**src/rtl/alu_result_stage_pkg.sv**
```systemverilog
// Shared constants for the ALU result stage:
// condition codes, CCR bit positions and field widths.
package alu_result_stage_pkg;

    localparam int FLAGW = 4;
    localparam int CONDW = 4;

    // CCR bit positions within {C,Z,N,V}
    localparam int CCR_C = 3;
    localparam int CCR_Z = 2;
    localparam int CCR_N = 1;
    localparam int CCR_V = 0;

    localparam logic [CONDW-1:0] COND_AL  = 4'h0;
    localparam logic [CONDW-1:0] COND_EQ  = 4'h1;
    localparam logic [CONDW-1:0] COND_NE  = 4'h2;
    localparam logic [CONDW-1:0] COND_GTU = 4'h3;
    localparam logic [CONDW-1:0] COND_GEU = 4'h4;
    localparam logic [CONDW-1:0] COND_LTU = 4'h5;
    localparam logic [CONDW-1:0] COND_LEU = 4'h6;
    localparam logic [CONDW-1:0] COND_GT  = 4'h7;
    localparam logic [CONDW-1:0] COND_GE  = 4'h8;
    localparam logic [CONDW-1:0] COND_LT  = 4'h9;
    localparam logic [CONDW-1:0] COND_LE  = 4'hA;

endpackage

```
**src/rtl/alu_result_stage_if.sv**
```systemverilog
// Upstream/downstream bundle for the ALU result stage.
// master drives ALU op + out_ready; slave is the stage.
interface alu_result_stage_if #(
    parameter int WIDTH = 32,
    parameter int REGW  = 4
);
    import alu_result_stage_pkg::*;

    logic             flush_i;
    logic             in_valid_i;
    logic             in_ready_o;
    logic [WIDTH-1:0] alu_out_i;
    logic             alu_c_i;
    logic             alu_z_i;
    logic             alu_n_i;
    logic             alu_v_i;
    logic             set_flags_i;
    logic             wr_en_i;
    logic [REGW-1:0]  dest_i;
    logic             is_branch_i;
    logic [CONDW-1:0] cond_i;
    logic             out_valid_o;
    logic             out_ready_i;
    logic [WIDTH-1:0] result_o;
    logic             wr_en_o;
    logic [REGW-1:0]  dest_o;
    logic             br_taken_o;
    logic [FLAGW-1:0] ccr_o;

    modport master (
        output flush_i, in_valid_i, alu_out_i,
        output alu_c_i, alu_z_i, alu_n_i, alu_v_i,
        output set_flags_i, wr_en_i, dest_i,
        output is_branch_i, cond_i, out_ready_i,
        input  in_ready_o, out_valid_o, result_o,
        input  wr_en_o, dest_o, br_taken_o, ccr_o
    );

    modport slave (
        input  flush_i, in_valid_i, alu_out_i,
        input  alu_c_i, alu_z_i, alu_n_i, alu_v_i,
        input  set_flags_i, wr_en_i, dest_i,
        input  is_branch_i, cond_i, out_ready_i,
        output in_ready_o, out_valid_o, result_o,
        output wr_en_o, dest_o, br_taken_o, ccr_o
    );

endinterface

```
**src/rtl/alu_result_stage_cond_eval.sv**
```systemverilog
// Branch condition evaluator.
// Ports: cond_i (code), ccr_i ({C,Z,N,V}) -> taken_o.
module cond_eval
    import alu_result_stage_pkg::*;
(
    input  logic [CONDW-1:0] cond_i,
    input  logic [FLAGW-1:0] ccr_i,
    output logic             taken_o
);

    logic c, z, lt;

    assign c  = ccr_i[CCR_C];
    assign z  = ccr_i[CCR_Z];
    assign lt = ccr_i[CCR_N] ^ ccr_i[CCR_V];

    always_comb begin
        taken_o = 1'b0;
        unique case (cond_i)
            COND_AL:  taken_o = 1'b1;
            COND_EQ:  taken_o = z;
            COND_NE:  taken_o = !z;
            COND_GTU: taken_o = !c && !z;
            COND_GEU: taken_o = !c;
            COND_LTU: taken_o = c;
            COND_LEU: taken_o = c || z;
            COND_GT:  taken_o = !z && !lt;
            COND_GE:  taken_o = !lt;
            COND_LT:  taken_o = lt;
            COND_LE:  taken_o = z || lt;
            default:  taken_o = 1'b0;
        endcase
    end

endmodule

```
**src/rtl/alu_result_stage.sv**
```systemverilog
// Execute-to-writeback stage: 2-entry result buffer, CCR
// owner, in-order branch resolution at commit.
// Ports: clk_i, rst_i (sync, active-high), bus (slave).
module alu_result_stage
    import alu_result_stage_pkg::*;
#(
    parameter int WIDTH = 32,
    parameter int REGW  = 4
) (
    input logic         clk_i,
    input logic         rst_i,
    alu_result_stage_if.slave bus
);

    logic [WIDTH-1:0] res_q  [2];
    logic [FLAGW-1:0] flg_q  [2];
    logic             sf_q   [2];
    logic             we_q   [2];
    logic [REGW-1:0]  dst_q  [2];
    logic             br_q   [2];
    logic [CONDW-1:0] cnd_q  [2];

    logic [1:0]       count_q, count_d;
    logic             rd_q, rd_d;
    logic             wr_q, wr_d;
    logic [FLAGW-1:0] ccr_q;

    logic full, valid, push, pop, taken;

    assign full  = (count_q == 2'd2);
    assign valid = (count_q != 2'd0);
    assign push  = bus.in_valid_i && bus.in_ready_o;
    assign pop   = valid && bus.out_ready_i;

    assign bus.in_ready_o  = !full && !bus.flush_i;
    assign bus.out_valid_o = valid;
    assign bus.result_o    = res_q[rd_q];
    assign bus.dest_o      = dst_q[rd_q];
    assign bus.wr_en_o     = valid && we_q[rd_q];
    assign bus.br_taken_o  = valid && br_q[rd_q] && taken;
    assign bus.ccr_o       = ccr_q;

    // Evaluated against the committed CCR, never the head's own flags
    cond_eval u_cond (
        .cond_i  (cnd_q[rd_q]),
        .ccr_i   (ccr_q),
        .taken_o (taken)
    );

    always_comb begin
        count_d = count_q;
        rd_d    = rd_q;
        wr_d    = wr_q;
        if (bus.flush_i) begin
            count_d = 2'd0;
            rd_d    = 1'b0;
            wr_d    = 1'b0;
        end else begin
            if (push) wr_d = !wr_q;
            if (pop)  rd_d = !rd_q;
            count_d = count_q + 2'(push) - 2'(pop);
        end
    end

    always_ff @(posedge clk_i) begin
        if (rst_i) begin
            count_q <= 2'd0;
            rd_q    <= 1'b0;
            wr_q    <= 1'b0;
            ccr_q   <= '0;
        end else begin
            // A pop during flush still commits its flags
            if (pop && sf_q[rd_q]) ccr_q <= flg_q[rd_q];
            count_q <= count_d;
            rd_q    <= rd_d;
            wr_q    <= wr_d;
        end
    end

    always_ff @(posedge clk_i) begin
        if (push) begin
            res_q[wr_q] <= bus.alu_out_i;
            flg_q[wr_q] <= {bus.alu_c_i, bus.alu_z_i,
                            bus.alu_n_i, bus.alu_v_i};
            sf_q[wr_q]  <= bus.set_flags_i;
            we_q[wr_q]  <= bus.wr_en_i;
            dst_q[wr_q] <= bus.dest_i;
            br_q[wr_q]  <= bus.is_branch_i;
            cnd_q[wr_q] <= bus.cond_i;
        end
    end

endmodule
```
**src/flat_wrapper.sv**
```systemverilog
// flat-port wrapper written by rule: the top's interface ports become plain ports
module alu_result_stage_flat import alu_result_stage_pkg::*;
#(
    parameter int WIDTH = 32,
    parameter int REGW  = 4
)
  (clk_i, rst_i, bus_flush_i, bus_in_valid_i, bus_alu_out_i, bus_alu_c_i, bus_alu_z_i, bus_alu_n_i, bus_alu_v_i, bus_set_flags_i, bus_wr_en_i, bus_dest_i, bus_is_branch_i, bus_cond_i, bus_out_ready_i, bus_in_ready_o, bus_out_valid_o, bus_result_o, bus_wr_en_o, bus_dest_o, bus_br_taken_o, bus_ccr_o);
  alu_result_stage_if #(.WIDTH(WIDTH), .REGW(REGW)) bus_i ();
  input logic clk_i;
  input logic rst_i;
  input wire logic [$bits(bus_i.flush_i)-1:0] bus_flush_i;
  input wire logic [$bits(bus_i.in_valid_i)-1:0] bus_in_valid_i;
  input wire logic [$bits(bus_i.alu_out_i)-1:0] bus_alu_out_i;
  input wire logic [$bits(bus_i.alu_c_i)-1:0] bus_alu_c_i;
  input wire logic [$bits(bus_i.alu_z_i)-1:0] bus_alu_z_i;
  input wire logic [$bits(bus_i.alu_n_i)-1:0] bus_alu_n_i;
  input wire logic [$bits(bus_i.alu_v_i)-1:0] bus_alu_v_i;
  input wire logic [$bits(bus_i.set_flags_i)-1:0] bus_set_flags_i;
  input wire logic [$bits(bus_i.wr_en_i)-1:0] bus_wr_en_i;
  input wire logic [$bits(bus_i.dest_i)-1:0] bus_dest_i;
  input wire logic [$bits(bus_i.is_branch_i)-1:0] bus_is_branch_i;
  input wire logic [$bits(bus_i.cond_i)-1:0] bus_cond_i;
  input wire logic [$bits(bus_i.out_ready_i)-1:0] bus_out_ready_i;
  output wire logic [$bits(bus_i.in_ready_o)-1:0] bus_in_ready_o;
  output wire logic [$bits(bus_i.out_valid_o)-1:0] bus_out_valid_o;
  output wire logic [$bits(bus_i.result_o)-1:0] bus_result_o;
  output wire logic [$bits(bus_i.wr_en_o)-1:0] bus_wr_en_o;
  output wire logic [$bits(bus_i.dest_o)-1:0] bus_dest_o;
  output wire logic [$bits(bus_i.br_taken_o)-1:0] bus_br_taken_o;
  output wire logic [$bits(bus_i.ccr_o)-1:0] bus_ccr_o;
  assign bus_i.flush_i = bus_flush_i;
  assign bus_i.in_valid_i = bus_in_valid_i;
  assign bus_i.alu_out_i = bus_alu_out_i;
  assign bus_i.alu_c_i = bus_alu_c_i;
  assign bus_i.alu_z_i = bus_alu_z_i;
  assign bus_i.alu_n_i = bus_alu_n_i;
  assign bus_i.alu_v_i = bus_alu_v_i;
  assign bus_i.set_flags_i = bus_set_flags_i;
  assign bus_i.wr_en_i = bus_wr_en_i;
  assign bus_i.dest_i = bus_dest_i;
  assign bus_i.is_branch_i = bus_is_branch_i;
  assign bus_i.cond_i = bus_cond_i;
  assign bus_i.out_ready_i = bus_out_ready_i;
  assign bus_in_ready_o = bus_i.in_ready_o;
  assign bus_out_valid_o = bus_i.out_valid_o;
  assign bus_result_o = bus_i.result_o;
  assign bus_wr_en_o = bus_i.wr_en_o;
  assign bus_dest_o = bus_i.dest_o;
  assign bus_br_taken_o = bus_i.br_taken_o;
  assign bus_ccr_o = bus_i.ccr_o;
  alu_result_stage #(.WIDTH(WIDTH), .REGW(REGW)) u_core (.clk_i(clk_i), .rst_i(rst_i), .bus(bus_i));
endmodule
```
**config.mk**
```make
export PLATFORM = sky130hd
export DESIGN_NAME = alu_result_stage_flat
export DESIGN_NICKNAME = d
export VERILOG_FILES = /design/src/rtl/alu_result_stage_pkg.sv /design/src/rtl/alu_result_stage_if.sv /design/src/rtl/alu_result_stage_cond_eval.sv /design/src/rtl/alu_result_stage.sv /design/src/flat_wrapper.sv
export SDC_FILE = /design/constraint.sdc
export NUM_CORES = 1
export LEC_CHECK = 0
export ABC_AREA = 0
export BUFFER_PORTS_ARGS = -buffer_cell sky130_fd_sc_hd__buf_2
export CORE_UTILIZATION = 57
export DETAILED_ROUTE_END_ITERATION = 10
export PLACE_DENSITY = 0.84
export SYNTH_ARGS = -nofsm -noshare
export SYNTH_HDL_FRONTEND = slang
export SYNTH_SLANG_ARGS = --single-unit
```
**constraint.sdc**
```tcl
create_clock -name clk_i -period 9.4 [get_ports clk_i]
set_input_delay 1.41 -clock clk_i [delete_from_list [all_inputs] [get_ports clk_i]]
set_output_delay 1.41 -clock clk_i [all_outputs]
set_load 0.005 [all_outputs]
```
==> qor.txt, run 1 <==
==========================================================================================
Worst setup EP type                                                            output port
H-Tree Depth                                                                             3
Routability-driven placement congestion ratio                                        0.785
Slack of the worst reg-to-reg path                                                 7.33 ns
WHS                                                                               0.533 ns
Arrival time of data at the critical path endpoint                                 2.85 ns
Reported max-cap violation count                                                         0
Path class of the lowest-slack min-delay path                                 register to register
Net count of the mapped netlist                                                        268
Number of inserted diodes                                                                0
Number of buffers inserted during clock tree synthesis                                   9
Global routing usage summed across all routing layers                                18.1%
Dominant cell type by area after synthesis                                    sky130_fd_sc_hd__edfxtp_1
Clock Sinks                                                                            103
Post-cts repair resize count                                                             0
Top post-synthesis cells by area                                              sky130_fd_sc_hd__edfxtp_1, sky130_fd_sc_hd__mux2_2, sky130_fd_sc_hd__dfxtp_1
Clock Power Share                                                                    30.1%
Outcome                                                                       finished, violations left
Synthesis-to-finish area growth                                                      18.6%
Pin count of the biggest net entering global routing                                    48
Setup Buffers After CTS                                                                  0
Insertion delay to the later sink of the worst-skew pair                           0.35 ns
Internal power summed over all cells                                              0.642 mW
Unrepaired setup endpoints after global routing                                      false
Power density relative to cell area                                             177 nW/µm²
CTS Hold Buffers Added                                                                   0
Final TNS setup                                                                       0 ns
Avg WL per Cell                                                                    15.8 µm
Width of the die                                                                   84.9 µm
CTS tree                                                                               yes
Filler Cells Inserted                                                                  442
Netlist Area Pre-Place                                                            3920 µm²
Count of pins over their slew limit                                                      0
Top library cells by usage in the layout, fill and taps aside                 sky130_fd_sc_hd__buf_2, sky130_fd_sc_hd__edfxtp_1, sky130_fd_sc_hd__mux2_2
Global route overflow                                                                    0
Multi-input gate area in the final layout                                          865 µm²
Worst-case headroom to the max-slew limit                                            23.0%
PnR Total Power                                                                   0.821 mW
Net Sw Frac                                                                          21.8%
Number of nets at the end of the flow                                                  368
Max clock buf depth                                                                      2
Clock edge transition at the registers on the reported setup and hold paths        0.09 ns
Initial drt markers                                                                    140
Worst r2r path cells                                                                     4
Fin crit period                                                                    4.26 ns
Max Clk Rate                                                                     0.235 GHz
Port bufs                                                                               95
Yosys warning total                                                                      0
Highest fanout seen on the critical path                                                47
Violated checks                                                                        DRC
Final routed wirelength across all metal layers                                    6.25 mm
Largest stage delay, worst path                                                    1.10 ns
Setup violations, final                                                                  0
Startpoint type of the worst setup path                                           register
Net Switching                                                                     0.179 mW
Gate count after technology mapping                                                    214
Count of distinct cell types in the synthesized netlist                                 27
Worst path buffer plus inverter count                                                    1
Critical Path, Cell by Cell                                                   mux2i_1 > mux2_2 > o21ai_0 > a31oi_1 > buf_2
Number of detailed-route iterations in the first pass                                    7
Inst Count DP                                                                          380
Sequential Area                                                                   3000 µm²
Final critical-path share of the clock period                                        45.4%
Slowest stage cell, crit path                                                 sky130_fd_sc_hd__dfxtp_2
Post-DP HPWL                                                                       4.05 mm
Proportion of layout cells with a drive suffix above 1                               48.3%
Number of primary I/O pins                                                              96
Number of failing hold endpoints at the final stage                                      0
Path type of the worst setup path                                             register to output port
DR DRC count                                                                             3
CTS root buf                                                                  sky130_fd_sc_hd__clkbuf_8
Total number of vias                                                                  2151
WP depth                                                                                 5
Slew at the pin with the worst max-slew slack                                      1.16 ns
Fraction of power consumed by sequential logic                                       63.4%
Die area                                                                          7210 µm²
Post-Synthesis Mean Instance Area                                                 18.3 µm²
Initial standard-cell utilization of the core                                        60.3%
Critical path destination                                                     bus_br_taken_o
Area of the core                                                                  6490 µm²
Number of register bits inferred by synthesis                                          103
Via density per instance                                                              5.43
Crit Reg-Reg Endpoint                                                         u_core.bus.ccr_o[3]$_SDFFE_PP0P_
Number of antenna violations at the first check in global routing                        0
Setup clock skew after layout                                                   0.00717 ns
Commonest non-fill, non-tap cell in the layout                                sky130_fd_sc_hd__buf_2
Core Rows                                                                               29
Fraction of power consumed by combinational cells                                     6.5%
Portion of the post-synthesis area used by sequential elements                       76.6%
Residual antenna-violating net count after detailed routing                              0
Final core utilization                                                               71.6%
Global-route wire length before repair                                             9.67 mm
Via count of the first global-routing pass                                            2165
Cell family with the largest share of critical-path delay                       flip-flops
Height of the die                                                                  84.9 µm
Critical Path RT                                                                   7.99 ns
Final Non-Filler Cells                                                                 396
Leak                                                                               1.72 nW
Maximum ir drop on the vdd rail                                                 0.000149 V
Synth top area share                                                                 72.0%
==========================================================================================
## synthesized netlist by cell type (all sizes together)
library cell  count
xnor2             4
o211ai            1
dfxtp             9
nand2             2
a21oi             3
nor3b             3
nor3              4
and3b             1
ha                2
buf               4
a31oi             2
mux2             37
a32oi             1
inv               6
nor2             10
a211oi            4
clkbuf            3
and3              2
mux2i            11
nand2b            1
or3               1
xor2              4
o21ai             5
edfxtp           94
## cell type report
| cell class | instances | share of cell area, % |
|---|---|---|
| Multi-Input combinational cell | 98 | 18.6 |
| Timing Repair Buffer | 96 | 10.4 |
| Clock buffer | 10 | 2.74 |
| Clock inverter | 6 | 1.10 |
| Inverter | 6 | 0.484 |
| Tap cell | 77 | 2.07 |
| Sequential cell | 103 | 64.6 |
## worst min-delay path, cell delays in order, from the launching register on
cell                       delay, ns
sky130_fd_sc_hd__dfxtp_1        0.34
sky130_fd_sc_hd__nor2_1         0.10
sky130_fd_sc_hd__a211oi_1       0.05
## cell families (layout without fill, tap and decap cells)
group | Yosys count | after routing | share of synthesized area [%]
flip-flops | 103 | 103 | 76.6
multiplexers | 48 | 48 | 13.6
AND/OR/NAND/NOR | 24 | 24 | 3.10
AO/OA/AOI/OAI | 16 | 16 | 2.68
buffers and inverters | 13 | 118 | 1.53
XOR/XNOR | 8 | 8 | 1.79
adder cells (fa/ha/maj) | 2 | 2 | 0.638
## stage by stage
step | setup slack, ns | area [µm²]
2_1_floorplan | 5.22 | 3920
3_3_place_gp | 5.63 | 4470
3_5_place_dp | 5.51 | 4470
4_1_cts | 5.10 | 4650
5_1_grt | 4.97 | 4650
6_report | 5.14 | 4650
## flip-flops by register name, summed over array words and instances, names as in the netlist, named ones only
name	count
u_core.wr_q	1
u_core.sf_q	2
u_core.bus.ccr_o	4
u_core.dst_q	8
u_core.cnd_q	8
u_core.res_q	64
u_core.rd_q	1
u_core.we_q	2
u_core.count_q	2
u_core.flg_q	8
u_core.br_q	2
## power groups by stage
stage / clock network [mW] / logic, mW / registers (mW)
2_1_floorplan: 0 / 0.0280 / 0.529
3_5_place_dp: 0 / 0.0542 / 0.531
3_3_place_gp: 0 / 0.0523 / 0.530
4_1_cts: 0.254 / 0.0545 / 0.520
5_1_grt: 0.269 / 0.0597 / 0.522
6_report: 0.247 / 0.0537 / 0.520
## layer usage
metal | track usage [%] | share of wire (%)
met1 | 18.8 | 38
met2 | 33.1 | 55
met3 | 6.13 | 5.2
met4 | 8.17 | 1.8
met5 | 0 | 0
## worst min path at each step
stage,startpoint,end,slack (ns),cells after the start
finish,u_core.bus.ccr_o[1]$_SDFFE_PP0P_,u_core.bus.ccr_o[1]$_SDFFE_PP0P_,0.53,2
detailed placement,u_core.bus.ccr_o[1]$_SDFFE_PP0P_,u_core.bus.ccr_o[1]$_SDFFE_PP0P_,0.52,2
global placement,u_core.bus.ccr_o[0]$_SDFFE_PP0P_,u_core.bus.ccr_o[0]$_SDFFE_PP0P_,0.51,2
CTS,u_core.bus.ccr_o[1]$_SDFFE_PP0P_,u_core.bus.ccr_o[1]$_SDFFE_PP0P_,0.54,2
floorplan,u_core.bus.ccr_o[1]$_SDFFE_PP0P_,u_core.bus.ccr_o[1]$_SDFFE_PP0P_,0.52,2
global route,u_core.bus.ccr_o[1]$_SDFFE_PP0P_,u_core.bus.ccr_o[1]$_SDFFE_PP0P_,0.58,2
No activity file was read; power rests on OpenSTA's default activity.
==> inputs of run 2 (changes only) <==
--- a/config.mk
+++ b/config.mk
@@ -7,9 +7,9 @@
 export LEC_CHECK = 0
 export ABC_AREA = 0
 export BUFFER_PORTS_ARGS = -buffer_cell sky130_fd_sc_hd__buf_2
-export CORE_UTILIZATION = 57
+export CORE_UTILIZATION = 47
 export DETAILED_ROUTE_END_ITERATION = 10
-export PLACE_DENSITY = 0.84
+export PLACE_DENSITY = 0.74
 export SYNTH_ARGS = -nofsm -noshare
 export SYNTH_HDL_FRONTEND = slang
 export SYNTH_SLANG_ARGS = --single-unit
==> constraint.sdc (replaced) <==
create_clock -name clk_i -period 3.9 [get_ports clk_i]
set_input_delay 0.585 -clock clk_i [delete_from_list [all_inputs] [get_ports clk_i]]
set_output_delay 0.585 -clock clk_i [all_outputs]
set_load 0.005 [all_outputs]
==> run 2 against run 1 <==
Net effect: the flow now finishes without violations; wire length up 7.0%; first-iteration DRC count down 34%; core utilization down 12 points; clock power rose to 2.6 times the previous value; sequential power up 140%; critical path depth up 1; worst setup slack worse by 4.2 ns; register-to-register slack worse by 5.4 ns; total power up 150%; critical endpoint unchanged; largest cell class unchanged; highest routed layer unchanged.
==> qor.txt, run 2 (same netlist as run 1, synthesis figures left out) <==
==========================================================================================
Outcome                                                                       finished, final reports clean
Core Rows                                                                               32
Residual antenna-violating net count after detailed routing                              0
Number of failing hold endpoints at the final stage                                      0
Area of the core                                                                  7890 µm²
CTS tree                                                                               yes
Slew at the pin with the worst max-slew slack                                      1.13 ns
CTS root buf                                                                  sky130_fd_sc_hd__clkbuf_8
Height of the die                                                                  93.3 µm
PnR Total Power                                                                    2.04 mW
CTS Hold Buffers Added                                                                   0
Number of detailed-route iterations in the first pass                                    4
Commonest non-fill, non-tap cell in the layout                                sky130_fd_sc_hd__buf_2
Clock Power Share                                                                    31.9%
Via count of the first global-routing pass                                            2140
Top library cells by usage in the layout, fill and taps aside                 sky130_fd_sc_hd__buf_2, sky130_fd_sc_hd__edfxtp_1, sky130_fd_sc_hd__mux2_2
Global-route wire length before repair                                             10.2 mm
Net Switching                                                                     0.432 mW
Count of pins over their slew limit                                                      0
Multi-input gate area in the final layout                                          865 µm²
Initial standard-cell utilization of the core                                        49.7%
DR DRC count                                                                             0
Setup Buffers After CTS                                                                  0
Fraction of power consumed by combinational cells                                     6.6%
Max FFs per register                                                                    64
Pin count of the biggest net entering global routing                                    48
Global route overflow                                                                    0
Number of inserted diodes                                                                0
Via density per instance                                                              5.13
Sequential Area                                                                   3000 µm²
Post-cts repair resize count                                                             0
Net Sw Frac                                                                          21.2%
Avg WL per Cell                                                                    15.9 µm
Arrival time of data at the critical path endpoint                                 2.43 ns
Filler Cells Inserted                                                                  600
Maximum ir drop on the vdd rail                                                 0.000197 V
Final TNS setup                                                                       0 ns
Reported max-cap violation count                                                         0
Final routed wirelength across all metal layers                                    6.69 mm
Cell family with the largest share of critical-path delay                       flip-flops
Die area                                                                          8710 µm²
Fraction of power consumed by sequential logic                                       61.5%
Unrepaired setup endpoints after global routing                                      false
Clock Sinks                                                                            103
Routability-driven placement congestion ratio                                        0.763
Power density relative to cell area                                             433 nW/µm²
Worst-case headroom to the max-slew limit                                            25.0%
Number of antenna violations at the first check in global routing                        0
Startpoint type of the worst setup path                                           register
Fin crit period                                                                    3.01 ns
Worst setup EP type                                                            output port
Max Clk Rate                                                                     0.332 GHz
Number of primary I/O pins                                                              96
Total number of vias                                                                  2164
Port bufs                                                                               95
Post-DP HPWL                                                                       4.38 mm
Setup clock skew after layout                                                   0.00605 ns
Slowest stage cell, crit path                                                 sky130_fd_sc_hd__dfxtp_2
Critical Path, Cell by Cell                                                   buf_4 > mux2i_1 > and3_1 > o211ai_1 > a31oi_1 > buf_2
Final Non-Filler Cells                                                                 422
Leak                                                                               1.73 nW
Global routing usage summed across all routing layers                                16.0%
Insertion delay to the later sink of the worst-skew pair                           0.35 ns
Setup violations, final                                                                  0
Max clock buf depth                                                                      2
Critical Path RT                                                                   3.31 ns
Most flop-heavy register                                                      u_core.res_q
Inst Count DP                                                                          406
Initial drt markers                                                                     93
Synthesis-to-finish area growth                                                      20.1%
Worst path buffer plus inverter count                                                    2
Number of buffers inserted during clock tree synthesis                                   9
Final critical-path share of the clock period                                        77.2%
WHS                                                                               0.418 ns
Path type of the worst setup path                                             register to output port
H-Tree Depth                                                                             3
Largest stage delay, worst path                                                    0.75 ns
Final core utilization                                                               59.6%
Width of the die                                                                   93.3 µm
Proportion of layout cells with a drive suffix above 1                               48.4%
Clock edge transition at the registers on the reported setup and hold paths        0.10 ns
Internal power summed over all cells                                               1.60 mW
Number of nets at the end of the flow                                                  369
Path class of the lowest-slack min-delay path                                 primary input to register
Highest fanout seen on the critical path                                                25
==========================================================================================
==> run 2: cell types whose count changed in the layout (fill, tap and decap cells not counted), sizes merged <==
| cell | before | now |
|---|---|---|
| buf | 96 | 97 |
| clkbuf | 10 | 9 |
| clkinvlp | 1 | 2 |
| bufinv | 0 | 1 |
| inv | 9 | 8 |
==> run 2: power groups by stage <==
stage	registers (mW)	clock network [mW]	logic (mW)
after floorplan	1.27	0	0.0674
after global placement	1.28	0	0.131
after detailed placement	1.28	0	0.135
after CTS	1.25	0.666	0.136
after global routing	1.26	0.701	0.148
final	1.25	0.650	0.134
==> run 2: through the flow <==
step | setup WS, ns | instance area [µm²]
2_1_floorplan | 0.543 | 3920
3_3_place_gp | 1.34 | 4510
3_5_place_dp | 1.28 | 4510
4_1_cts | 0.870 | 4700
5_1_grt | 0.726 | 4700
6_report | 0.889 | 4700
==> run 2: cell type report <==
type                    instances  area share (%)
clock buffers                   9            2.63
clock inverters                 7            1.52
inverters                       6           0.479
multi-input cells              98            18.4
flip-flops and latches        103            63.9
well taps                     102            2.71
repair buffers                 97            10.4
==> run 2: per-layer routing <==
metal,GRT usage (%),share of wire [%],vias to the layer above
met4,10.4,3.5,0
met5,0,0,-
li1,-,-,1023
met3,3.25,3.8,17
met2,27.2,52,71
met1,18.4,40,1053
==> run 2: final timing paths <==
check                                   startpoint                          endpoint  slack, ns  depth (start not counted)
setup / recovery                          register                    bus_br_taken_o       0.89                          6
hold / removal                    bus_alu_out_i[6]      u_core.res_q[1][6]$_DFFE_PP_       0.42                          1
setup reg to reg      u_core.count_q[0]$_SDFF_PP0_     u_core.res_q[1][24]$_DFFE_PP_       1.90                          3
hold reg to reg   u_core.bus.ccr_o[0]$_SDFFE_PP0P_  u_core.bus.ccr_o[0]$_SDFFE_PP0P_       0.54                          2
